===== src/rtl/uart_pkg.sv =====
// Shared UART constants and the FIFO entry type.
// UART_RX_FIFO_BREAK_EN adds a break flag to every stored entry.
package uart_pkg;

  localparam int UART_DATA_BITS  = 8;
  localparam int FIFO_DEPTH_LOG2 = 4;

`ifdef UART_RX_FIFO_BREAK_EN
  localparam int BREAK_BITS = 1;
  typedef struct packed {
    logic                      brk;
    logic [UART_DATA_BITS-1:0] data;
  } uart_entry_t;
`else
  localparam int BREAK_BITS = 0;
  typedef struct packed {
    logic [UART_DATA_BITS-1:0] data;
  } uart_entry_t;
`endif

endpackage


===== src/rtl/uart_fifo_mem.sv =====
// Register-array dual-port memory with a synchronous write port and an asynchronous read port.
// Generic in width and depth, so it can also back a transmit FIFO.
module uart_fifo_mem #(
  parameter int ADDR_BITS = 4,
  parameter int WIDTH     = 8
) (
  input  logic                 clk,
  input  logic                 we,
  input  logic [ADDR_BITS-1:0] waddr,
  input  logic [WIDTH-1:0]     wdata,
  input  logic [ADDR_BITS-1:0] raddr,
  output logic [WIDTH-1:0]     rdata
);

  logic [WIDTH-1:0] mem [2**ADDR_BITS];

  always_ff @(posedge clk) begin
    if (we) mem[waddr] <= wdata;
  end

  assign rdata = mem[raddr];

endmodule


===== src/rtl/uart_rx_fifo.sv =====
// Receive FIFO behind the UART receiver: first-word-fall-through read port, fill level,
// sticky overrun and level-threshold irq. Build option: UART_RX_FIFO_BREAK_EN.
module uart_rx_fifo
  import uart_pkg::*;
#(
  parameter int DEPTH_LOG2 = FIFO_DEPTH_LOG2,
  parameter int DATA_BITS  = UART_DATA_BITS
) (
  input  logic                  clk,
  input  logic                  resetn,
  input  logic                  rx_valid,
  input  logic [DATA_BITS-1:0]  rx_data,
  input  logic                  rx_break,
  input  logic                  rd_ready,
  output logic                  rd_valid,
  output logic [DATA_BITS-1:0]  rd_data,
  output logic                  rd_break,
  input  logic                  flush,
  input  logic                  clr_overrun,
  output logic                  overrun,
  output logic [DEPTH_LOG2:0]   level,
  input  logic [DEPTH_LOG2:0]   thr,
  output logic                  irq
);

  localparam int WORD_BITS = DATA_BITS + BREAK_BITS;
  localparam logic [DEPTH_LOG2:0] DEPTH = {1'b1, {DEPTH_LOG2{1'b0}}};

  logic [DEPTH_LOG2-1:0] wr_ptr, rd_ptr;
  logic [WORD_BITS-1:0]  wr_word, rd_word;
  logic                  full, push, pop, drop;

  assign full     = (level == DEPTH);
  assign rd_valid = (level != '0);
  assign pop      = rd_valid & rd_ready;
  // A full FIFO still accepts a character when the head is popped in the same cycle.
  assign push     = rx_valid & (~full | pop) & ~flush;
  assign drop     = rx_valid & full & ~pop & ~flush;

  always_ff @(posedge clk) begin
    if (!resetn) begin
      wr_ptr  <= '0;
      rd_ptr  <= '0;
      level   <= '0;
      overrun <= 1'b0;
    end else begin
      if (flush) begin
        wr_ptr <= '0;
        rd_ptr <= '0;
        level  <= '0;
      end else begin
        if (push) wr_ptr <= wr_ptr + 1'b1;
        if (pop)  rd_ptr <= rd_ptr + 1'b1;
        case ({push, pop})
          2'b10:   level <= level + 1'b1;
          2'b01:   level <= level - 1'b1;
          default: level <= level;
        endcase
      end
      if (drop)             overrun <= 1'b1;
      else if (clr_overrun) overrun <= 1'b0;
    end
  end

`ifdef UART_RX_FIFO_BREAK_EN
  assign wr_word  = {rx_break, rx_data};
  assign rd_data  = rd_word[DATA_BITS-1:0];
  assign rd_break = rd_word[DATA_BITS];
`else
  // Without a break bit in storage a break becomes an ordinary all-zero character.
  assign wr_word  = rx_break ? '0 : rx_data;
  assign rd_data  = rd_word;
  assign rd_break = 1'b0;
`endif

  uart_fifo_mem #(
    .ADDR_BITS(DEPTH_LOG2),
    .WIDTH    (WORD_BITS)
  ) u_mem (
    .clk  (clk),
    .we   (push),
    .waddr(wr_ptr),
    .wdata(wr_word),
    .raddr(rd_ptr),
    .rdata(rd_word)
  );

  assign irq = (level >= thr) && (thr != '0);

endmodule


===== config.mk =====
export PLATFORM = sky130hd
export DESIGN_NAME = uart_rx_fifo
export DESIGN_NICKNAME = d
export VERILOG_FILES = /design/src/rtl/uart_pkg.sv /design/src/rtl/uart_fifo_mem.sv /design/src/rtl/uart_rx_fifo.sv
export SDC_FILE = /design/constraint.sdc
export NUM_CORES = 1
export LEC_CHECK = 0
export ABC_AREA = 1
export CORE_ASPECT_RATIO = 0.8
export CORE_UTILIZATION = 55
export CTS_CLUSTER_SIZE = 10
export DETAILED_ROUTE_END_ITERATION = 10
export PLACE_DENSITY = 0.74
export SYNTH_ARGS = -nofsm -noshare
export SYNTH_HDL_FRONTEND = slang
export SYNTH_SLANG_ARGS = --single-unit

===== constraint.sdc =====
create_clock -name clk -period 2.3 [get_ports clk]
set_input_delay 0.23 -clock clk [delete_from_list [all_inputs] [get_ports clk]]
set_output_delay 0.23 -clock clk [all_outputs]
set_load 0.02 [all_outputs]

Word-level counts from Yosys, hierarchy flattened --
Memories as Yosys holds them, arrays and structs flattened. A register that Yosys moved wholly into a read port is not among the register bits. Index checks and enable logic that the tools add are counted.
Storage, ports and cells: memories kept 1, output and inout bits 17, input bits 20, logic and storage cells 38, bits in read-only memories 0, flip-flop bits (word level) 14, memory bits (writable) 128, latch bits 0
Memory list:
- u_mem.mem | depth 16, bits a word 8, read ports 1, clocked after memory_dff 1, write ports 1, RTL line uart_fifo_mem.sv:15 | logic [WIDTH-1:0] mem [2**ADDR_BITS];
Operators by class: reduce and logical (&&, ||, !) cells 6, multiply operators 0, bitwise gates (word level) 11, equal/unequal tests 3, $lt $le $gt $ge 1, div/mod/pow operators 0, $add $sub $neg 4, shift operators 0, multiplexer cells 8
Operator list (count):
- $pmux 5 s2 | 1
- $reduce_bool 5->1 | 2
- $add 4x1->4 const B | 2
- $mux 4 | 2
- $mux 8 | 1
- $and 1x1->1 | 6
- $add 5x1->5 const B | 1
- $eq 5x5->1 const B | 1
- $ge 5x5->1 | 1
- $sub 5x1->5 const B | 1
- $mux 1 | 4
- $not 1->1 | 4
- $reduce_bool 2->1 | 2
- $eq 2x1->1 const B | 1
- $eq 2x2->1 const B | 1
- $reduce_or 2->1 | 1
- $logic_and 1x1->1 | 1
- $or 1x1->1 | 1

Logic depth before layout (Yosys ltp) --
depth after elaboration 7, depth in mapped cells 18, mapped depth without buffers 17

Modules after synthesis --
A second synthesis with hierarchy kept.
Second synthesis, totals: cells, all modules 702, area total of the unflattened synthesis 6663.9 um^2
Modules (own cells, without submodules):
- uart_fifo_mem | instances 1, area an instance 5606.6 um^2, sequential area each 3843.7 um^2, cells an instance 543
- uart_rx_fifo | instances 1, area an instance 1057.3 um^2, sequential area each 280.3 um^2, cells an instance 159

Least setup slack after synthesis --
OpenSTA, ideal clock, no wires.
path kind register to register, start point register level[0], end point register level[4], cell stages (with the launch flop) 17, setup time 0.109 ns, required time 2.191 ns, arrival 2.226 ns, period minus slack after synthesis 2.334 ns, slack -0.034 ns, path buffers 0, cells stage by stage dfxtp_1 -> nor2_2 -> nand4_1 -> nand2_1 -> inv_1 -> ha_1 -> nand2_1 -> inv_1 -> nor2_1 -> ha_1 -> inv_1 -> nand2_1 -> nand3_1 -> nand3_1 -> nand3_1 -> nand2_1 -> inv_1
On the way: cells in the longest elaborated chain, start to end 7, elaborated cells between the ends (all ways) 13, those cells by class 2 x add/sub; 3 x eq/ne; 1 x mux; 5 x bitwise; 2 x reduce/logical
Ends and longest elaborated chain:
- start: declaration | RTL line uart_rx_fifo.sv:21 | output logic [DEPTH_LOG2:0] level,
- start signal: assignment | RTL line uart_rx_fifo.sv:55 | 2'b10: level <= level + 1'b1;
- start signal: assignment | RTL line uart_rx_fifo.sv:56 | 2'b01: level <= level - 1'b1;
- start signal: assignment | RTL line uart_rx_fifo.sv:57 | default: level <= level;
- $reduce_bool 5->1 (*) | RTL line uart_rx_fifo.sv:34 | assign rd_valid = (level != '0);
- via rd_valid | RTL line uart_rx_fifo.sv:15 | output logic rd_valid,
- $and 1x1->1 (*) | RTL line uart_rx_fifo.sv:35 | assign pop = rd_valid & rd_ready;
- via pop | RTL line uart_rx_fifo.sv:31 | logic full, push, pop, drop;
- $or 1x1->1 | RTL line uart_rx_fifo.sv:37 | assign push = rx_valid & (~full | pop) & ~flush;
- $and 1x1->1 (2 in series) | RTL line uart_rx_fifo.sv:37
- $eq 2x1->1 / $eq 2x2->1 (equally long branches) | RTL line uart_rx_fifo.sv:54 | case ({push, pop})
- $pmux 5 s2 / $reduce_bool 2->1 (equally long branches)
Mark *: on every way through the listed nets, which the timed path passes. The rest lies on a longest branch. A chain may end at the register's enable or synchronous reset.

Worst setup path after layout --
start point register level[2], end point output irq
On the way: cells in the longest elaborated chain, start to end 2
Ends and longest elaborated chain:
- $ge 5x5->1 | RTL line uart_rx_fifo.sv:88 | assign irq = (level >= thr) && (thr != '0);
- $logic_and 1x1->1 | RTL line uart_rx_fifo.sv:88
- end: declaration | RTL line uart_rx_fifo.sv:23 | output logic irq
No other way between the ends.

==> impl_metrics.tcl <==
set metrics [dict create \
    grt_overflow 0 \
    initial_utilization 0.5653 \
    crit_required_ps 2070 \
    grt_pass1_vias 4370 \
    via_per_inst 5.569 \
    synth-seq-area-share 0.6457 \
    intPower_mw 4.750 \
    min_from "resetn" \
    ys_top_cells_by_area "edfxtp_1 59%, inv_1 6.2%, dfxtp_1 5.5%, nand3_1 4.4%, nand2_1 3.7%" \
    die_area_mm2 0.01228 \
    drv_cap 0 \
    hold_viol_final 0 \
    synthToLayoutAreaGrowth_pct 20.66 \
    skew_ps 6.000 \
    peakVddDrop_mv 0.5182 \
    grt_pass1_wl_um 22900 \
    yosys-top-cells-count "128 x edfxtp_1, 107 x inv_1, 65 x nand2_1" \
    cts_root_buffer "clkbuf_16" \
    clkTransAtPathRegs_ps 60 \
    clockBufferDepth 2 \
    rows 35 \
    syn_nets 628 \
    drive_gt1_frac 0.1376 \
    yosysWarnings 0 \
    p_clk_frac 0.420 \
    whs_path_depth 3 \
    post-synth-top-count-cell "edfxtp_1" \
    synth_top_area_cell "edfxtp_1" \
    wl_um 14540 \
    die_w_um 123.7 \
    synth-edff-count 128 \
    syn_inst 594 \
    portBuffers 35 \
    cts_tree "done" \
    nets 697 \
    crit_path_end_kind "output pin" \
    syn_area_per_cell_um2 10.96 \
    synth_top_area_share 0.5903 \
    cts_buffers 17 \
    sw_frac_of_total 0.2361 \
    drtIter0Drc 619 \
    antenna_found_initial 0 \
    start_kind "register" \
    post-route-period-util 0.9759 \
    firstDrtPassIters 5 \
    grt_setup_unrepaired "no" \
    ant_nets 0 \
    dp_hpwl_um 9205 \
    pin_count 37 \
    cts_num_sinks 146 \
    drcViolationCount 0 \
    r2r_end "level[4]$_SDFFE_PP0P_" \
    clk_latency_ps 420 \
    worstPathArrival_ps 2010 \
    worstMarginPinSlew_ps 1375 \
    die_h_um 99.32 \
    power_switching_mw 1.468 \
    timing.fmax_mhz 445.5 \
    fin_hold_ws_ps 367.4 \
    p_total_mw 6.219 \
    post_drt_wl_per_cell_um 17.64 \
    min_path_type "in -> reg" \
    diodes 0 \
    rr_worst_depth 13 \
    core_mm2 0.01152 \
    critical_path_class "reg -> out" \
    routabilityCongestion 0.8823 \
    power_frac_comb 0.109 \
    grt.total_usage 0.2595 \
    yosys_most_used_dff "edfxtp_1" \
    leakagePower_nw 3.009 \
    htreeDepth 4 \
    whs_endpoint "overrun$_SDFFE_PN0P_" \
    async_reset_ff_frac 0 \
    syn_area_mm2 0.006511 \
    seq_power_share 0.472 \
    ys_seq_elements 146 \
    synth_cell_type_count 28 \
    postLayoutCoreUtil 0.6821 \
    setup_viol 0 \
    cp_max_fo 4 \
    route.vias.total 4589 \
    status "finished clean" \
    drv_slew 0 \
    regToRegStartpoint "level[3]$_SDFFE_PP0P_" \
    period_minus_slack_ps 2245 \
    rrSetupSlack_ps 250 \
    power.density_mw_per_mm2 791.6 \
    grt_max_degree 35 \
    slew_headroom 0.08027 \
]
## state kept, by name (all words and copies together) (netlist names), named ones only
register,flops
u_mem.mem,128
level,5
rd_ptr,4
wr_ptr,4
overrun,1
## routing by layer
layer,global-route usage,vias to the layer above,wire length (µm)
met3,0.06938,24,1161
met5,0,-,0
met1,0.3568,2185,6307
met2,0.3855,197,6754
met4,0.1196,0,313
li1,-,2183,-
## what timing repair did
action,in CTS,in global routing
resized for setup,12,9
endpoints found under the setup margin,9,8
buffers inserted,5,1
hold buffers,0,0
gates cloned,1,0
pin swaps,0,1
## power by group through the flow
| stage | Combinational (mW) | Clock (mW) | Sequential [mW] |
|---|---|---|---|
| after floorplan | 0.395 | 0 | 2.99 |
| after global placement | 0.629 | 0 | 2.99 |
| after detailed placement | 0.650 | 0 | 2.99 |
| after CTS | 0.658 | 2.62 | 2.93 |
| after global routing | 0.742 | 2.72 | 2.93 |
| final | 0.675 | 2.61 | 2.93 |
## how the worst max path moves through the flow
| stage | end | from | slack, ps |
|---|---|---|---|
| detailed placement | irq | thr[4] | -140 |
| finish | irq | level[2]$_SDFFE_PP0P_ | 60 |
| CTS | irq | level[2]$_SDFFE_PP0P_ | 30 |
| global placement | irq | thr[4] | -10 |
| floorplan | level[4]$_SDFFE_PP0P_ | level[0]$_SDFFE_PP0P_ | 1 |
| global route | irq | level[2]$_SDFFE_PP0P_ | 4 |
## cell usage in the layout, fill, tap and decap left out, types with 4 or more instances in the layout
cell type,n
edfxtp_1,128
buf_4,37
nand2_1,64
o211ai_1,22
clkdlybuf4s50_1,26
ha_1,13
o21ai_0,39
clkdlybuf4s15_1,4
dfxtp_1,15
inv_1,106
xor2_1,5
clkinv_2,4
o211ai_2,10
nor2_1,21
clkbuf_16,17
nand3_1,57
buf_12,6
a21oi_1,47
nor3_1,19
## logic make-up after synthesis
group | Yosys count | synth area share
AND/OR/NAND/NOR | 169 | 0.1157
flip-flops | 146 | 0.6457
buffers and inverters | 136 | 0.08839
AO/OA/AOI/OAI | 122 | 0.1147
adder cells (fa/ha/maj) | 14 | 0.02690
XOR/XNOR | 6 | 0.008071
other | 1 | 0.0005759
## critical path: stages (launching register included)
cell and delay (ps):
dfxtp_1 310, buf_4 150, ha_1 320, nand2_1 70, nor3_1 170, nor3_1 90, a21oi_1 150, clkdlybuf4s15_1 330
## per-stage QoR
stage                     worst slack [ps]  setup TNS, ps  cells  cell area, µm²
after CTS                            33.50              0    823            7849
after detailed placement            -136.1         -136.1    785            7221
after global routing                 3.597              0    824            7856
after floorplan                      1.006              0    594            6514
final                                55.38              0    824            7856
after global placement              -9.974         -9.974    785            7221
## final cells by class
type / instances / area (µm²)
repair buffers: 79 / 767.0
fillers: 790 / 3661
clock buffers: 20 / 436.7
inverters: 107 / 405.4
clock inverters: 12 / 115.1
flip-flops and latches: 146 / 4210
well taps: 148 / 185.2
multi-input cells: 312 / 1737
Note: power is estimated with default switching activity, not from simulation.
